## src/rtl/y_ctrl_pkg.sv

```systemverilog
// Shared types and constants for the y_seq_ctrl sequencer.
//   state_t  : sequencer states
//   iclass_t : instruction class produced by the decoder
//   OP_*     : legal major opcodes
//   ALU_*    : ALU op encodings driven on 'op'
//   WB_*     : write-back source encodings driven on 'wbSel'
package y_ctrl_pkg;

  localparam int unsigned XLEN   = 32;
  localparam int unsigned OPW    = 3;
  localparam int unsigned WBW    = 2;

  typedef enum logic [2:0] {
    ST_IDLE,
    ST_FETCH,
    ST_DECODE,
    ST_EXEC,
    ST_MEM,
    ST_WB,
    ST_HALT
  } state_t;

  typedef enum logic [2:0] {
    CL_R,
    CL_I,
    CL_LD,
    CL_ST,
    CL_BEQ,
    CL_JAL
  } iclass_t;

  localparam logic [6:0] OP_R   = 7'h33;
  localparam logic [6:0] OP_I   = 7'h13;
  localparam logic [6:0] OP_LD  = 7'h03;
  localparam logic [6:0] OP_ST  = 7'h23;
  localparam logic [6:0] OP_BEQ = 7'h63;
  localparam logic [6:0] OP_JAL = 7'h6F;

  localparam logic [OPW-1:0] ALU_ADD = 3'b010;
  localparam logic [OPW-1:0] ALU_SUB = 3'b110;
  localparam logic [OPW-1:0] ALU_AND = 3'b000;
  localparam logic [OPW-1:0] ALU_OR  = 3'b001;
  localparam logic [OPW-1:0] ALU_SLT = 3'b111;

  localparam logic [WBW-1:0] WB_ALU = 2'b00;
  localparam logic [WBW-1:0] WB_MEM = 2'b01;
  localparam logic [WBW-1:0] WB_PC4 = 2'b10;

  // funct3 -> {legal, alu op}; sub selects subtract for funct3 000.
  function automatic logic [OPW:0] alu_f3(input logic [2:0] f3, input logic sub);
    case (f3)
      3'b000:  return {1'b1, (sub ? ALU_SUB : ALU_ADD)};
      3'b111:  return {1'b1, ALU_AND};
      3'b110:  return {1'b1, ALU_OR};
      3'b010:  return {1'b1, ALU_SLT};
      default: return {1'b0, ALU_ADD};
    endcase
  endfunction

endpackage

```

## src/rtl/y_ctrl_decode.sv

```systemverilog
// Combinational instruction decoder for y_seq_ctrl.
//   ir     in  32  latched instruction register
//   legal  out 1   opcode/funct3 combination is supported
//   alusrc out 1   ALU B operand is the immediate
//   op     out 3   ALU operation
//   wbsel  out 2   write-back source
//   cls    out 3   instruction class, steers the sequencer path
module y_ctrl_decode
  import y_ctrl_pkg::*;
(
  input  logic [XLEN-1:0] ir,
  output logic            legal,
  output logic            alusrc,
  output logic [OPW-1:0]  op,
  output logic [WBW-1:0]  wbsel,
  output iclass_t         cls
);

  logic [OPW:0] f3_dec;
  logic         unused_ir;

  // Only opcode, funct3 and funct7[5] matter to control.
  assign unused_ir = ^{ir[31], ir[29:15], ir[11:7]};

  // R-type honours funct7[5] for sub; I-type never subtracts.
  assign f3_dec = alu_f3(ir[14:12], (ir[6:0] == OP_R) && ir[30]);

  always_comb begin
    legal  = 1'b0;
    alusrc = 1'b1;
    op     = ALU_ADD;
    wbsel  = WB_ALU;
    cls    = CL_R;
    case (ir[6:0])
      OP_R: begin
        cls    = CL_R;
        alusrc = 1'b0;
        legal  = f3_dec[OPW];
        op     = f3_dec[OPW-1:0];
      end
      OP_I: begin
        cls   = CL_I;
        legal = f3_dec[OPW];
        op    = f3_dec[OPW-1:0];
      end
      OP_LD: begin
        cls   = CL_LD;
        legal = 1'b1;
        wbsel = WB_MEM;
      end
      OP_ST: begin
        cls   = CL_ST;
        legal = 1'b1;
      end
      OP_BEQ: begin
        cls    = CL_BEQ;
        legal  = 1'b1;
        alusrc = 1'b0;
        op     = ALU_SUB;
      end
      OP_JAL: begin
        cls   = CL_JAL;
        legal = 1'b1;
        wbsel = WB_PC4;
      end
      default: legal = 1'b0;
    endcase
  end

endmodule

```

## src/rtl/y_seq_ctrl.sv

```systemverilog
// Multi-cycle sequencer for the yIF/yID/yEX/yDM/yWB datapath.
// Owns the PC, latches the fetched instruction and drives per-state controls.
//   clk, reset                         clock, synchronous active-high reset
//   run                                start permit, sampled in IDLE
//   ins, zero, PCp4, branch, jTarget   datapath inputs
//   PCin                               PC register to yIF
//   RegWrite, ALUSrc, MemRead, MemWrite, op, wbSel   registered controls
//   halted, illegal, retired           status
module y_seq_ctrl
  import y_ctrl_pkg::*;
#(
  parameter logic [31:0] RESET_PC = 32'h28,
  parameter int unsigned MAX_INS  = 0
) (
  input  logic            clk,
  input  logic            reset,
  input  logic            run,
  input  logic [XLEN-1:0] ins,
  input  logic            zero,
  input  logic [XLEN-1:0] PCp4,
  input  logic [XLEN-1:0] branch,
  input  logic [XLEN-1:0] jTarget,
  output logic [XLEN-1:0] PCin,
  output logic            RegWrite,
  output logic            ALUSrc,
  output logic            MemRead,
  output logic            MemWrite,
  output logic [OPW-1:0]  op,
  output logic [WBW-1:0]  wbSel,
  output logic            halted,
  output logic            illegal,
  output logic [XLEN-1:0] retired
);

  state_t          state_q, state_d;
  logic [XLEN-1:0] ir_q;

  logic            dec_legal, dec_alusrc;
  logic [OPW-1:0]  dec_op;
  logic [WBW-1:0]  dec_wbsel;
  iclass_t         dec_cls;

  logic            final_c;
  logic            budget_hit_c;
  logic [XLEN-1:0] pc_next_c;

  logic            regwrite_d, alusrc_d, memread_d, memwrite_d, halted_d;
  logic [OPW-1:0]  op_d;
  logic [WBW-1:0]  wbsel_d;

  y_ctrl_decode u_decode (
    .ir     (ir_q),
    .legal  (dec_legal),
    .alusrc (dec_alusrc),
    .op     (dec_op),
    .wbsel  (dec_wbsel),
    .cls    (dec_cls)
  );

  // Retire budget uses the pre-increment count.
  assign budget_hit_c = (MAX_INS != 0) && ((retired + 32'd1) == 32'(MAX_INS));

  // State register.
  always_ff @(posedge clk) begin
    if (reset) state_q <= ST_IDLE;
    else       state_q <= state_d;
  end

  // Next state, retire strobe and next PC.
  always_comb begin
    state_d   = state_q;
    final_c   = 1'b0;
    pc_next_c = PCp4;
    case (state_q)
      ST_IDLE:   if (run) state_d = ST_FETCH;
      ST_FETCH:  state_d = ST_DECODE;
      ST_DECODE: state_d = dec_legal ? ST_EXEC : ST_HALT;
      ST_EXEC: begin
        case (dec_cls)
          CL_LD, CL_ST: state_d = ST_MEM;
          CL_BEQ:       final_c = 1'b1;
          default:      state_d = ST_WB;
        endcase
      end
      ST_MEM: begin
        if (dec_cls == CL_LD) state_d = ST_WB;
        else                  final_c = 1'b1;
      end
      ST_WB:   final_c = 1'b1;
      ST_HALT: state_d = ST_HALT;
      default: state_d = ST_IDLE;
    endcase
    if (final_c) state_d = budget_hit_c ? ST_HALT : ST_IDLE;
    if (dec_cls == CL_BEQ)      pc_next_c = zero ? branch : PCp4;
    else if (dec_cls == CL_JAL) pc_next_c = jTarget;
  end

  // Controls for the state being entered; registered below.
  always_comb begin
    regwrite_d = 1'b0;
    alusrc_d   = 1'b0;
    memread_d  = 1'b0;
    memwrite_d = 1'b0;
    op_d       = '0;
    wbsel_d    = '0;
    halted_d   = (state_d == ST_HALT);
    if (state_d == ST_EXEC || state_d == ST_MEM || state_d == ST_WB) begin
      alusrc_d = dec_alusrc;
      op_d     = dec_op;
    end
    if (state_d == ST_MEM) begin
      memread_d  = (dec_cls == CL_LD);
      memwrite_d = (dec_cls == CL_ST);
    end
    if (state_d == ST_WB) begin
      regwrite_d = 1'b1;
      wbsel_d    = dec_wbsel;
    end
  end

  // Output registers.
  always_ff @(posedge clk) begin
    if (reset) begin
      RegWrite <= 1'b0;
      ALUSrc   <= 1'b0;
      MemRead  <= 1'b0;
      MemWrite <= 1'b0;
      op       <= '0;
      wbSel    <= '0;
      halted   <= 1'b0;
    end else begin
      RegWrite <= regwrite_d;
      ALUSrc   <= alusrc_d;
      MemRead  <= memread_d;
      MemWrite <= memwrite_d;
      op       <= op_d;
      wbSel    <= wbsel_d;
      halted   <= halted_d;
    end
  end

  // IR, PC, retire counter and sticky illegal flag.
  always_ff @(posedge clk) begin
    if (reset) begin
      ir_q    <= '0;
      PCin    <= RESET_PC;
      retired <= '0;
      illegal <= 1'b0;
    end else begin
      if (state_q == ST_FETCH) ir_q <= ins;
      if (final_c) begin
        PCin    <= pc_next_c;
        retired <= retired + 32'd1;
      end
      if (state_q == ST_DECODE && !dec_legal) illegal <= 1'b1;
    end
  end

endmodule
```

## config.mk

```make
export PLATFORM = sky130hd
export DESIGN_NAME = y_seq_ctrl
export DESIGN_NICKNAME = d
export VERILOG_FILES = /design/src/rtl/y_ctrl_pkg.sv /design/src/rtl/y_ctrl_decode.sv /design/src/rtl/y_seq_ctrl.sv
export SDC_FILE = /design/constraint.sdc
export NUM_CORES = 1
export LEC_CHECK = 0
export BUFFER_PORTS_ARGS = -buffer_cell sky130_fd_sc_hd__buf_2
export CAP_MARGIN = 20
export CORE_ASPECT_RATIO = 0.5
export CORE_MARGIN = 4
export CORE_UTILIZATION = 30
export CTS_BUF_LIST = sky130_fd_sc_hd__clkbuf_8
export CTS_CLUSTER_DIAMETER = 60
export CTS_CLUSTER_SIZE = 24
export DETAILED_ROUTE_END_ITERATION = 7
export HOLD_SLACK_MARGIN = 0.1
export PLACE_DENSITY_LB_ADDON = 0.15
export SETUP_SLACK_MARGIN = 0.5
export SYNTH_ARGS = -nofsm -noshare
export SYNTH_HDL_FRONTEND = slang
export SYNTH_SLANG_ARGS = --single-unit
```

## constraint.sdc

```tcl
create_clock -name clk -period 3.2 [get_ports clk]
set_clock_uncertainty 0.05 [all_clocks]
set_input_delay 0.32 -clock clk [delete_from_list [all_inputs] [get_ports clk]]
set_output_delay 0.32 -clock clk [all_outputs]
set_load 0.01 [all_outputs]
```

== After elaboration in Yosys (flattened, before gate mapping) ==
Cells that the tools add are included.
Widths: inputs -> output; s select.

* Bits in registers: 109
* Input bits: 132
* Output and inout port bits: 75
* Logic and storage cells: 73

* Add/sub/neg operators: 1
* Eq/ne operators: 23
* Mux-type cells: 20
* Bitwise gates (word level): 3
* Reductions and logical operators: 14

{| class="wikitable"
|+ Operators with widths
! operator !! count
|-
| $mux 32 || 3
|-
| $add 32x1->32 const B || 1
|-
| $eq 3x3->1 const B || 10
|-
| $pmux 3 s7 || 1
|-
| $eq 3x2->1 const B || 6
|-
| $pmux 4 s4 || 1
|-
| $mux 3 || 5
|-
| $pmux 3 s5 || 1
|-
| $eq 7x6->1 const B || 2
|-
| $eq 7x7->1 const B || 2
|-
| $pmux 3 s2 || 2
|-
| $reduce_or 2->1 || 6
|-
| $eq 7x2->1 const B || 1
|-
| $eq 7x5->1 const B || 1
|-
| $logic_not 3->1 || 2
|-
| $mux 1 || 4
|-
| $pmux 2 s2 || 1
|-
| $reduce_or 4->1 || 1
|-
| $eq 3x1->1 const B || 1
|-
| $not 1->1 || 3
|-
| $pmux 1 s3 || 1
|-
| $logic_and 1x1->1 || 2
|-
| $logic_or 1x1->1 || 2
|-
| $pmux 1 s2 || 1
|-
| $logic_not 1->1 || 1
|}

== Longest topological paths before layout ==
* Depth after elaboration: 13
* Gate-level depth with buffers: 7
* Depth with buffers taken out: 5

== Cells and area by module ==
Synthesis repeated with hierarchy kept, for this count alone.

* Cells, all modules: 712
* Area, all modules: 5571.6 µm²

{| class="wikitable"
|+ Modules (own cells, without submodules)
! module !! instances !! cells each !! area each (µm²) !! sequential area each (µm²)
|-
| y_seq_ctrl || 1 || 682 || 5372.7 || 2202.1
|-
| y_ctrl_decode || 1 || 30 || 198.9 || 0.0
|}

== Worst setup path after synthesis ==
OpenSTA, ideal clock, no wires.

* Path kind: register to register
* Start: register ir_q[2]
* End: register retired[19]
* Setup time: 0.123 ns
* Arrival: 1.856 ns
* Required time: 3.027 ns
* Slack: 1.171 ns
* Stages on the path, launching flop included: 8
* Buffers on the path: 2
* Period minus slack after synthesis: 2.029 ns
* Cells stage by stage: dfxtp_1 > or3_1 > buf_6 > o41ai_4 > and2_1 > buf_6 > nor4_1 > mux2_1

* Word-level cells in the longest chain between the ends: 5
* Elaborated cells on any way between the ends: 11
* Classes of those cells: 7 x eq/ne; 4 x mux

{| class="wikitable"
|+ Ends and longest elaborated chain
! what !! RTL line !! RTL
|-
| start: declaration || y_seq_ctrl.sv:36 || <nowiki>logic [XLEN-1:0] ir_q;</nowiki>
|-
| start signal: assignment || y_seq_ctrl.sv:150 || <nowiki>if (state_q == ST_FETCH) ir_q <= ins;</nowiki>
|-
| $eq 7x7->1, or another cell as far along || y_ctrl_decode.sv:34 || <nowiki>case (ir[6:0])</nowiki>
|-
| $pmux 3 s5 * || y_ctrl_decode.sv:34 ||
|-
| $eq 3x2->1 or $eq 3x3->1 (tied branches) || y_seq_ctrl.sv:86, y_seq_ctrl.sv:79 ||
|-
| $mux 1 (on tied branches) || y_seq_ctrl.sv:86, y_seq_ctrl.sv:79 ||
|-
| $pmux 1 s3 * || y_seq_ctrl.sv:74 || <nowiki>case (state_q)</nowiki>
|-
| end signal: assignment || y_seq_ctrl.sv:153 || <nowiki>retired <= retired + 32'd1;</nowiki>
|-
| end: declaration || y_seq_ctrl.sv:32 || <nowiki>output logic [XLEN-1:0] retired</nowiki>
|}

Every way passes the cells marked *; elsewhere a longest branch is shown, timed or not.
A chain may end at the register's enable or synchronous reset.

== Final worst setup path ==
* Start: register state_q[0]
* End: register retired[17]

* Word-level cells in the longest chain between the ends: 2
* Elaborated cells on any way between the ends: 4
* Classes of those cells: 3 x eq/ne; 1 x mux

{| class="wikitable"
|+ Ends and longest elaborated chain
! what !! RTL line !! RTL
|-
| start: declaration || y_seq_ctrl.sv:35 || <nowiki>state_t state_q, state_d;</nowiki>
|-
| start signal: assignment || y_seq_ctrl.sv:66 || <nowiki>else state_q <= state_d;</nowiki>
|-
| $eq 3x3->1 or $eq 3x2->1 (tied branches) || y_seq_ctrl.sv:74 ||
|-
| $pmux 1 s3 * || y_seq_ctrl.sv:74 ||
|}

Marked as above.

==> impl_metrics.tcl <==
set metrics [dict create \
    hold_class "in2reg" \
    slowest_delay_ns 0.69 \
    die_w_um 176 \
    seq_area_frac_synth 0.419 \
    ant_nets 0 \
    mostFrequentLayoutCell "buf_2" \
    fp.coreArea_um2 13700 \
    cts-root-buf "clkbuf_8" \
    synth-seq-cells 89 \
    syn_inst 457 \
    num_rows 30 \
    fillerInstances 1445 \
    holdBufCountCts 0 \
    grt_max_degree 44 \
    antenna_found_initial 0 \
    vias 4201 \
    r2r_cells 5 \
    synth_cell_types 68 \
    grt-ovfl-total 0 \
    whs_path_depth 3 \
    hold_viol 0 \
    cp-start-kind "register" \
    grt_pass1_vias 4057 \
    worstSetupPathType "reg2reg" \
    clock_latency_ns 0.37 \
    violations "design-rule violations" \
    p_per_area_nw_per_um2 429 \
    required_ns 3.41 \
    drt-wirelength-per-cell_um 16.1 \
    tightest_slew_ns 1.10 \
    worst-path-max-fanout 13 \
    cp_num_buf_inv 0 \
    crit_path_top_delay_cell "dfxtp_1" \
    fp.dieH_um 92.2 \
    die_area_um2 16300 \
    vdd_drop_max_v 0.000178 \
    viasPerCell 5.08 \
    cts_buffer_depth 2 \
    static-leakage-power_nw 2.24 \
    syn-num-nets 590 \
    cts_sinks 89 \
    slew_violations 0 \
    crit_path_end_kind "register" \
    stdcell_count 827 \
    grt_use_total 0.159 \
    drv_cap 0 \
    status "finished with violations" \
    routed_wl_um 13300 \
    cp.depth 5 \
    power_frac_seq 0.507 \
    rsz0062_at_grt "no" \
    drt_first_pass_iters 8 \
    syn_area_um2 4250 \
    htree_levels 3 \
    combPwrFrac 0.144 \
    ios 207 \
    p_switching_mw 0.656 \
    worst_slack_ns 0.739 \
    cts-buffers-inserted 9 \
    finalSetupTns_ns 0 \
    drive_gt1_frac 0.365 \
    io_buffers 185 \
    p_clk_frac 0.349 \
    start_util 0.310 \
    p_sw_frac 0.276 \
    async_flop_share 0 \
    cts_tree "yes" \
    cp.arrival_ns 2.68 \
    syn2layout_area_growth_pct 30.0 \
    drt_iter0_drc 292 \
    final_nets 763 \
    diodes 0 \
    synth_edf_count 0 \
    intPower_mw 1.72 \
    relSlewSlack 0.269 \
    ctsResizeCount 0 \
    placed_cells 811 \
    drcViolationCount 1 \
    fin_crit_ns 2.46 \
    crit_family "simple AND/OR/NAND/NOR gates" \
    final_cell_mix "185 x buf_2, 89 x dfxtp_1, 75 x nor2_1, 32 x a211oi_1, 29 x a222oi_1" \
    place.detailed.hpwl_um 9790 \
    syn_area_per_cell_um2 9.31 \
    ys.flop_type "dfxtp_1" \
    grt_pass1_wl_um 20900 \
    dp_slack_ns 0.727 \
    crit_chain "and3b_1, nand3_2, and2_1, nor4b_1, mux2_1" \
    post-route-period-util 0.769 \
    reg2reg_slack_ns 0.74 \
    finalSetupViolations 0 \
    cts_setup_buffers 0 \
    fin_total_pwr_mw 2.37 \
    fmax_mhz 406 \
    gp_congestion 0.803 \
    yosys_warnings 0 \
    clk_pin_slew_worst_paths_ns 0.10 \
]
final timing paths:
kind               from     endpoint
max reg2reg  state_q[0]  retired[17]
max          state_q[0]  retired[17]
min reg2reg    ir_q[12]        op[0]
min              ins[1]      ir_q[1]
cell usage after synthesis (all sizes together) (7+ instances only):
master	n	area [um2]
dfxtp	89	1780
nor2	75	282
a211oi	32	240
a222oi	29	290
nand2	23	88.8
buf	17	133
clkbuf	17	73.8
xnor2	15	131
a21oi	14	70.1
nor3	13	65.1
mux2i	11	110
nand3	10	55.1
o21ai	8	40.0
nand2b	7	43.8
o31ai	7	57.6
xor2	7	61.3
per-stage QoR:
stage	util	hold slack, ns	area [um2]
2_1_floorplan	-	0.360	4250
4_1_cts	0.403	0.127	5530
3_5_place_dp	0.388	0.415	5320
5_1_grt	0.403	0.141	5530
3_3_place_gp	0.388	0.416	5320
6_report	0.403	0.144	5530
flip-flops by register name, summed over array words and instances (netlist names):
register and flops:
MemWrite 1, ALUSrc 1, PCin 32, op 3
MemRead 1, state_q 3, retired 32, illegal 1
halted 1, RegWrite 1, ir_q 11, wbSel 2
cells by family after synthesis:
family                     after synthesis  synth area share
DFF                                     89             0.419
buffers and inverters                   37            0.0512
AOI/OAI and AO/OA                      116             0.228
and+or+nand+nor                        179             0.223
adders and majority gates                1           0.00294
xor gates and xnor gates                22            0.0453
muxes                                   13            0.0312
metal layers:
layer,part of all wire,track usage,up-vias
li1,-,-,2094
met1,0.45,0.204,1958
met2,0.47,0.257,139
met3,0.079,0.0568,10
met4,0.0081,0.0347,0
met5,0,0,-
tightest hold or removal path: stages:
cell and delay (ns):
buf_2 0.07, mux2i_1 0.05, nor2_1 0.07
layout make-up:
cell class                 instances  area, um2  share of cell area
multi-input combinational        331       2260               0.409
sequential                        89       1780               0.322
timing repair buffer             196       1020               0.185
inverter                           3       11.3             0.00204
tap                              192        240              0.0435
clock inverter                     6       72.6              0.0131
clock buffer                      10        138              0.0249
power by group through the flow:
stage          registers [mW]  clock network, mW  logic, mW
2_1_floorplan            1.23                  0      0.199
3_3_place_gp             1.23                  0      0.343
3_5_place_dp             1.23                  0      0.346
4_1_cts                  1.20              0.861      0.347
5_1_grt                  1.21              0.908      0.380
6_report                 1.20              0.829      0.341
Note: power is estimated with default switching activity, not from simulation.
